[src/rtl/tetris_pkg.sv]
// Shared definitions for the tetris game controller.
//   - DEFAULT_ROWS: default board height (row 0 = bottom)
//   - state_t / S_*: controller state encoding
package tetris_pkg;

    localparam int unsigned DEFAULT_ROWS = 11;
    localparam int unsigned STATE_W      = 3;

    typedef logic [STATE_W-1:0] state_t;

    localparam logic [2:0] S_NEWBOARD = 3'd0;
    localparam logic [2:0] S_GEN      = 3'd1;
    localparam logic [2:0] S_MOVE     = 3'd2;
    localparam logic [2:0] S_LAND     = 3'd3;
    localparam logic [2:0] S_CLEAR    = 3'd4;
    localparam logic [2:0] S_GAMEOVER = 3'd5;

endpackage

[src/rtl/tetris_game_ctrl_if.sv]
// Request/acknowledge handshake between the game controller and the board datapath.
//   gen_req       : controller -> datapath, generate a new piece
//   clr_req       : controller -> datapath, clear row clr_row
//   clr_row       : controller -> datapath, row index to clear
//   dp_ack        : datapath -> controller, current request completed
//   spawn_blocked : datapath -> controller, new piece overlaps the stack (valid with dp_ack)
interface tetris_game_ctrl_if
    import tetris_pkg::*;
#(
    parameter int unsigned ROWS = DEFAULT_ROWS
);
    localparam int unsigned ROW_W = $clog2(ROWS);

    logic             gen_req;
    logic             clr_req;
    logic [ROW_W-1:0] clr_row;
    logic             dp_ack;
    logic             spawn_blocked;

    modport master (
        output gen_req,
        output clr_req,
        output clr_row,
        input  dp_ack,
        input  spawn_blocked
    );

    modport slave (
        input  gen_req,
        input  clr_req,
        input  clr_row,
        output dp_ack,
        output spawn_blocked
    );

endinterface

[src/rtl/tetris_row_prienc.sv]
// Highest-set-bit encoder over a row mask.
//   mask    : input  ROWS   rows to search
//   idx     : output ROW_W  index of the highest set bit (0 when mask is empty)
//   any_set : output 1      mask has at least one bit set
module tetris_row_prienc
    import tetris_pkg::*;
#(
    parameter int unsigned ROWS = DEFAULT_ROWS
) (
    input  logic [ROWS-1:0]          mask,
    output logic [$clog2(ROWS)-1:0]  idx,
    output logic                     any_set
);

    localparam int unsigned ROW_W = $clog2(ROWS);

    // Ascending scan; the last hit is the highest set row.
    always_comb begin
        idx     = '0;
        any_set = 1'b0;
        for (int i = 0; i < ROWS; i++) begin
            if (mask[i]) begin
                idx     = ROW_W'(i);
                any_set = 1'b1;
            end
        end
    end

endmodule

[src/rtl/tetris_game_ctrl.sv]
// Tetris game sequencing controller: piece generation, gravity ticks, landing and
// top-down row clearing, with a game-over state.
//   clka          : input  1      sole clock
//   restart       : input  1      synchronous active-high reset
//   start         : input  1      begin game (NEWBOARD / GAMEOVER only)
//   touched       : input  1      falling piece landed (MOVE)
//   full_rows     : input  ROWS   complete-row mask (LAND)
//   drop_tick     : output 1      gravity pulse
//   state         : output 3      current state
//   game_over     : output 1      high in GAMEOVER
//   lines_cleared : output SCORE_W  cleared-line count (only with TETRIS_SCORE_EN)
//   dp            : tetris_game_ctrl_if.master datapath handshake
// Optional feature macro: TETRIS_SCORE_EN.
module tetris_game_ctrl
    import tetris_pkg::*;
#(
    parameter int unsigned ROWS        = DEFAULT_ROWS,
    parameter int unsigned DROP_PERIOD = 8,
    parameter int unsigned SCORE_W     = 16
) (
    input  logic                clka,
    input  logic                restart,
    input  logic                start,
    input  logic                touched,
    input  logic [ROWS-1:0]     full_rows,
    output logic                drop_tick,
    output logic [2:0]          state,
    output logic                game_over,
    tetris_game_ctrl_if.master  dp
`ifdef TETRIS_SCORE_EN
    ,
    output logic [SCORE_W-1:0]  lines_cleared
`endif
);

    localparam int unsigned ROW_W  = $clog2(ROWS);
    localparam int unsigned DROP_W = $clog2(DROP_PERIOD);
    localparam logic [DROP_W-1:0] DROP_LAST = DROP_W'(DROP_PERIOD - 1);

    if (DROP_PERIOD < 2 || SCORE_W < 1) begin : g_cfg_check
        $error("tetris_game_ctrl: DROP_PERIOD must be >= 2 and SCORE_W >= 1");
    end

    logic [2:0]        state_nxt;
    logic [DROP_W-1:0] cnt;
    logic [DROP_W-1:0] cnt_nxt;
    logic [ROWS-1:0]   pending;
    logic [ROWS-1:0]   pending_nxt;
    logic              tick_nxt;
    logic [ROW_W-1:0]  hi_idx;
    logic              hi_any;

    // Next row to clear is picked from the post-update mask so clr_row is ready
    // in the same cycle the controller (re)enters CLEAR.
    tetris_row_prienc #(
        .ROWS (ROWS)
    ) u_prienc (
        .mask    (pending_nxt),
        .idx     (hi_idx),
        .any_set (hi_any)
    );

    // Next-state, drop counter and pending-mask update.
    always_comb begin
        state_nxt   = state;
        cnt_nxt     = '0;
        pending_nxt = pending;
        tick_nxt    = 1'b0;
        case (state)
            S_NEWBOARD: begin
                if (start) state_nxt = S_GEN;
            end
            S_GEN: begin
                if (dp.dp_ack) state_nxt = dp.spawn_blocked ? S_GAMEOVER : S_MOVE;
            end
            S_MOVE: begin
                // A landing suppresses the gravity step decided in the same cycle.
                if (touched) begin
                    state_nxt = S_LAND;
                end else begin
                    tick_nxt = (cnt == DROP_LAST);
                    cnt_nxt  = (cnt == DROP_LAST) ? '0 : cnt + DROP_W'(1);
                end
            end
            S_LAND: begin
                pending_nxt = full_rows;
                state_nxt   = (full_rows == '0) ? S_GEN : S_CLEAR;
            end
            S_CLEAR: begin
                if (dp.dp_ack) begin
                    pending_nxt = pending & ~(ROWS'(1) << dp.clr_row);
                    if (pending_nxt == '0) state_nxt = S_GEN;
                end
            end
            S_GAMEOVER: begin
                if (start) state_nxt = S_NEWBOARD;
            end
            default: begin
                state_nxt = S_NEWBOARD;
            end
        endcase
    end

    // State, counter and registered outputs; outputs track the state being entered.
    always_ff @(posedge clka) begin
        if (restart) begin
            state      <= S_NEWBOARD;
            cnt        <= '0;
            pending    <= '0;
            drop_tick  <= 1'b0;
            game_over  <= 1'b0;
            dp.gen_req <= 1'b0;
            dp.clr_req <= 1'b0;
            dp.clr_row <= '0;
        end else begin
            state      <= state_nxt;
            cnt        <= cnt_nxt;
            pending    <= pending_nxt;
            drop_tick  <= tick_nxt;
            game_over  <= (state_nxt == S_GAMEOVER);
            dp.gen_req <= (state_nxt == S_GEN);
            dp.clr_req <= (state_nxt == S_CLEAR) && hi_any;
            dp.clr_row <= hi_idx;
        end
    end

`ifdef TETRIS_SCORE_EN
    // Saturating count of acknowledged row clears; reset at the start of each game.
    always_ff @(posedge clka) begin
        if (restart) begin
            lines_cleared <= '0;
        end else if (state == S_NEWBOARD && start) begin
            lines_cleared <= '0;
        end else if (state == S_CLEAR && dp.dp_ack && lines_cleared != '1) begin
            lines_cleared <= lines_cleared + SCORE_W'(1);
        end
    end
`endif

endmodule

[src/flat_wrapper.sv]
// flat-port wrapper written by rule: the top's interface ports become plain ports
module tetris_game_ctrl_flat import tetris_pkg::*;
#(
    parameter int unsigned ROWS        = DEFAULT_ROWS,
    parameter int unsigned DROP_PERIOD = 8,
    parameter int unsigned SCORE_W     = 16
)
  (clka, restart, start, touched, full_rows, drop_tick, state, game_over, dp_gen_req, dp_clr_req, dp_clr_row, dp_dp_ack, dp_spawn_blocked);
  tetris_game_ctrl_if #(.ROWS(ROWS)) dp_i ();
  input  logic clka;
  input  logic restart;
  input  logic start;
  input  logic touched;
  input  logic [ROWS-1:0] full_rows;
  output logic drop_tick;
  output logic [2:0] state;
  output logic game_over;
  output wire logic [$bits(dp_i.gen_req)-1:0] dp_gen_req;
  output wire logic [$bits(dp_i.clr_req)-1:0] dp_clr_req;
  output wire logic [$bits(dp_i.clr_row)-1:0] dp_clr_row;
  input wire logic [$bits(dp_i.dp_ack)-1:0] dp_dp_ack;
  input wire logic [$bits(dp_i.spawn_blocked)-1:0] dp_spawn_blocked;
  assign dp_gen_req = dp_i.gen_req;
  assign dp_clr_req = dp_i.clr_req;
  assign dp_clr_row = dp_i.clr_row;
  assign dp_i.dp_ack = dp_dp_ack;
  assign dp_i.spawn_blocked = dp_spawn_blocked;
  tetris_game_ctrl #(.ROWS(ROWS), .DROP_PERIOD(DROP_PERIOD), .SCORE_W(SCORE_W)) u_core (.clka(clka), .restart(restart), .start(start), .touched(touched), .full_rows(full_rows), .drop_tick(drop_tick), .state(state), .game_over(game_over), .dp(dp_i));
endmodule
[config.mk]
export PLATFORM = sky130hd
export DESIGN_NAME = tetris_game_ctrl_flat
export DESIGN_NICKNAME = d
export VERILOG_FILES = /design/src/rtl/tetris_pkg.sv /design/src/rtl/tetris_game_ctrl_if.sv /design/src/rtl/tetris_row_prienc.sv /design/src/rtl/tetris_game_ctrl.sv /design/src/flat_wrapper.sv
export SDC_FILE = /design/constraint.sdc
export NUM_CORES = 1
export LEC_CHECK = 0
export CAP_MARGIN = 10
export CORE_MARGIN = 3
export CORE_UTILIZATION = 51
export DETAILED_ROUTE_END_ITERATION = 12
export GPL_ROUTABILITY_DRIVEN = 0
export PLACE_DENSITY = 0.79
export REMOVE_ABC_BUFFERS = 1
export SLEW_MARGIN = 40
export SYNTH_ARGS = -nofsm -noshare
export SYNTH_HDL_FRONTEND = slang
export SYNTH_HIERARCHICAL = 1
export SYNTH_SLANG_ARGS = --single-unit
[constraint.sdc]
create_clock -name clka -period 3.1 [get_ports clka]
set_clock_uncertainty 0.1 [all_clocks]
set_input_delay 0.775 -clock clka [delete_from_list [all_inputs] [get_ports clka]]
set_output_delay 0.775 -clock clka [all_outputs]
set_load 0.02 [all_outputs]
* Word level (Yosys, flattened, before mapping)
Index checks and enable logic that the tools add are counted.
** Word-level totals
- Flip-flop bits (word level) :: 25
- Input port bits :: 17
** Cells by class
- $add $sub $neg :: 1
- Eq/ne operators :: 9
- Shift operators :: 1
- Mux-type cells :: 32
- Bitwise gates (word level) :: 3
- Reductions and logical operators :: 8
** Operators by type and width (count)
- 4-bit 2-to-1 mux :: 9
- 3-bit 2-to-1 mux :: 8
- 11-bit logical NOT :: 2
- 11-bit case mux with 2 select lines :: 1
- 3-bit case mux with 6 select lines :: 1
- 3-bit == test, second input constant :: 5
- 1-bit 2-to-1 mux :: 12
- 11-bit AND :: 1
- 11-bit 2-to-1 mux :: 1
- 11-bit inverter :: 1
- 1-bit by 4-bit left shift with 11-bit output, first input constant :: 1
- 4-bit OR reduction :: 2
- 3-bit by 1-bit == test with 1-bit output, second input constant :: 2
- 3-bit by 2-bit == test with 1-bit output, second input constant :: 2
- 3-bit by 1-bit adder with 3-bit output, second input constant :: 1
- 3-bit logical NOT :: 1
- 3-bit OR reduction :: 1
- 2-bit OR reduction :: 1
- 1-bit logical AND :: 1
- 1-bit inverter :: 1

* Logic depth before layout (Yosys ltp)
- Depth in word-level cells :: 17
- Mapped depth :: 9
- Mapped depth without buffers :: 8

* Hierarchy
Netlist, hierarchy kept.
** By module, submodules not included
- tetris_game_ctrl :: times used 1, cells an instance 154, area each 1342.5 um^2
- tetris_row_prienc :: times used 1, cells an instance 18, area each 101.3 um^2

* Worst setup path after synthesis
Ideal clock, no wire load.
- Kind :: input port to flip-flop
- Start point :: in dp_dp_ack
- End point :: reg u_core.dp.clr_row[0]
- Data arrival time :: 2.377 ns
- Required time :: 2.935 ns
- Slack :: 0.558 ns
- Stages :: 8
- Buffers on the path :: 0
- Cell sequence :: or3b_2 o21ai_0 nand2_1 a22o_1 nand2b_1 a221o_1 a221oi_2 nor2b_1
** RTL lines
- start: declaration :: line flat_wrapper.sv:21 : input wire logic [$bits(dp_i.dp_ack)-1:0] dp_dp_ack;
- 11-bit 2-to-1 mux :: line tetris_game_ctrl.sv:90 : if (dp.dp_ack) begin
- 11-bit case mux with 2 select lines :: line tetris_game_ctrl.sv:69 : case (state)
- via u_core.pending_nxt[2] :: line tetris_game_ctrl.sv:48 : logic [ROWS-1:0] pending_nxt;
- 4-bit 2-to-1 mux (8 in a row) :: line tetris_row_prienc.sv:22 : if (mask[i]) begin
- end signal: assignment :: line tetris_game_ctrl.sv:123 : dp.clr_row <= hi_idx;
- end: declaration :: line tetris_game_ctrl_if.sv:23 : output clr_row,
The timed path passes the listed nets, and every way through them passes these cells.
A chain may end at the register's enable or synchronous reset.

* Worst setup path in the final report
Ends and elaborated chain as after synthesis.

==> results.md <==
- Core area: 2590 um^2
- Psw: 175 uW
- Post-DP Area: 1730 um^2
- Post-DRT Antenna Nets: 0
- Worst EP required: 3280 ps
- P_int: 443 uW
- Maximum root-to-sink buffer count: 2
- Register area share after synthesis: 34.7%
- Logic pwr share: 19.3%
- Number of max-cap violations: 0
- Final #Nets: 219
- H-tree depth: 1
- Final setup viols: 0
- Max VDD drop: 0.316 mV
- Slew @ Worst Pin: 508 ps
- Worst slew margin: 66.1%
- Gate Count Post-Synth: 172
- First-pass GRT wire length: 5.74 mm
- Vias per cell: 6.10
- # clock sinks: 25
- Compound-Gate Fraction of Synth Area: 20.5%
- Mux share of post-synthesis cell area: 0.780%
- Worst-path cell chain: clkdlybuf4s50_1 > or3b_2 > o21ai_0 > nand2_1 > a22o_1 > nand2b_1 > a221o_1 > a221oi_2 > nor2b_1
- Switch share: 28.4%
- Netlist cell types: 45
- Final hold viol count: 0
- Pin count of the biggest net entering global routing: 20
- Top FF cell, synth: dfxtp_1
- Syn avg cell area: 8.39 um^2
- Clock power frac: 25.2%
- CP endpoint kind: flip-flop
- DP HPWL: 2.64 mm
- TritonCTS buffer count: 3
- Worst-path clk slew: 140 ps
- Skew-Pair Late Insertion Delay: 330 ps
- Die ar.: 3510 um^2
- Ys async rst share: 0%
- PnR worst setup slack: 279 ps
- Share of layout cells above drive strength 1: 10.1%
- Max frequency: 354 MHz
- Post-CTS sizing: 0
- Initial antenna violation count: 0
- Max stage delay cell, worst path: clkdlybuf4s50_1
- Pleak: 0.000633 uW
- Crit-path max FO: 3
- Tmin final: 2820 ps
- Largest family of logic cells by synthesized area: simple AND/OR/NAND/NOR gates
- TNS Setup: 0 ps
- Post-Syn Area: 1440 um^2
- Startpoint Class: input pin
- XOR/XNOR share of the synthesized area: 0%
- WL final: 3.55 mm
- RSZ-0062 raised after global routing: no
- Simple-Gate Fraction of Synth Area: 37.4%
- Hold crit path type: flip-flop to flip-flop
- First drt pass iteration count: 4
- Worst-case reg-to-reg path depth: 8
- WP data arrival: 3000 ps
- DRC: 0
- Finished Cell Area: 1760 um^2
- Post-synth EDFFs: 0
- Final period util: 91.0%
- Dpl ws: -24.0 ps
- Vias in the first global route: 1224
- Worst R2R Start: u_core/state[0]
- Setup crit start: dp_dp_ack
- Min-Delay Path Depth: 1
- Total grt overflow: 0
- WL per Instance: 15.5 um
- Synth warnings: 6
- Initial core utilization: 55.7%
- Seq pwr share: 55.5%
- Post CTS Setup Buffer Count: 0
- Area growth syn-to-layout: 21.7%
- Die span in x: 59.2 um
- Io pins: 28
- IO buf count: 27
- Yosys reg bits: 25
- Synth Area in Adders: 1.73%
- Status: finished, final reports clean
- Critical path class: input pin to flip-flop
- Routed via count: 1398
- Die Height: 59.2 um
- CTS Root Cell: clkbuf_4
- CTS tree: yes
- ANT cells: 0
- Initial DRC count: 76
- Num rows: 18
- Pwr dens: 352 nW/um^2
- Hold-fix buffers, CTS: 0
- Hold Path Origin: u_core/cnt[0]
- Max stage delay on crit path: 490 ps
- All-Layer GR Usage: 21.6%
- Final Slew Violations: 0
[Yosys cell counts (2+ instances only)]
cell type | n | share of area (%)
a21oi_1 | 5 | 1.7
a22o_1 | 11 | 6.7
and2_1 | 2 | 0.87
and3b_1 | 2 | 1.2
buf_6 | 3 | 2.3
clkbuf_1 | 3 | 0.78
dfxtp_1 | 25 | 35
ha_1 | 2 | 1.7
inv_1 | 4 | 1.0
nand2_1 | 16 | 4.2
nand2b_1 | 3 | 1.3
nand3b_1 | 4 | 2.1
nand4_1 | 2 | 0.87
nand4bb_1 | 2 | 1.6
nor2_1 | 15 | 3.9
nor2b_1 | 20 | 8.7
nor3_1 | 4 | 1.4
nor4_1 | 4 | 1.7
o21ai_0 | 13 | 4.5
o22ai_1 | 2 | 0.87
o31ai_1 | 2 | 1.0
or2_2 | 4 | 1.7
or3b_2 | 2 | 1.2
[cell usage in the layout, fill, tap and decap left out, types with 3 or more instances in the layout]
cell,n
nand2_1,16
o21ai_0,13
nor2b_1,20
clkbuf_4,3
a22o_1,11
dfxtp_1,25
clkdlybuf4s50_1,27
nand3b_1,4
or2_2,4
nor4_1,4
a21oi_1,5
nor2_1,15
buf_4,4
nand2b_1,3
nor3_1,4
inv_1,4
[kinds of logic after synthesis]
group           after synthesis
compound gates               42
fa+ha+maj                     2
buf+inv                      12
flops                        25
mux                           1
simple gates                 90
[power groups by stage]
stage / Clock (uW) / Combinational (uW) / Sequential (uW)
after floorplan: 0 / 52.4 / 355
after global placement: 0 / 116 / 350
after detailed placement: 0 / 117 / 350
after CTS: 159 / 118 / 343
after global routing: 169 / 130 / 345
final: 156 / 119 / 343
[final timing paths]
path,slack [ps],to
max,280,u_core/dp.clr_row[0]
min,330,u_core/cnt[0]
max reg2reg,450,u_core/dp.clr_req
min reg2reg,330,u_core/cnt[0]
[area by class of cell]
class | count | area, um^2
Fill cell | 241 | 833
Timing Repair Buffer | 31 | 300
Tap cell | 30 | 37.5
Inverter | 4 | 15.0
Clock buffer | 3 | 22.5
Sequential cell | 25 | 500
Clock inverter | 1 | 7.51
Multi-Input combinational cell | 135 | 873
[metal layers]
metal  vias to the layer above  share of wire [%]  global-route usage [%]
li1                        679                  -                       -
met3                         6                7.3                    3.49
met2                        56                 46                    33.2
met4                         0                1.5                    7.77
met5                         -                  0                       0
met1                       657                 45                    30.2
[metrics by stage]
stage          total power, uW  utilization [%]  cells  hold WS [ps]
2_1_floorplan              408                -    164           298
3_3_place_gp               466             66.7    225           308
3_5_place_dp               467             66.7    225           317
4_1_cts                    620             67.8    229           338
5_1_grt                    644             67.8    229           358
6_report                   618             67.8    229           332
[registers in the layout, summed over array words and instances, names as in the netlist]
name / cells
u_core/dp.gen_req: 1
u_core/pending: 11
u_core/drop_tick: 1
u_core/state: 3
u_core/cnt: 3
u_core/game_over: 1
u_core/dp.clr_row: 4
u_core/dp.clr_req: 1
[worst max-delay path: cells and delay by family]
kind                   cells  cell delay (ps)
AO/OA/AOI/OAI              4              900
buffers and inverters      1              490
AND/OR/NAND/NOR            4              830
(Power assumes the default switching activity.)
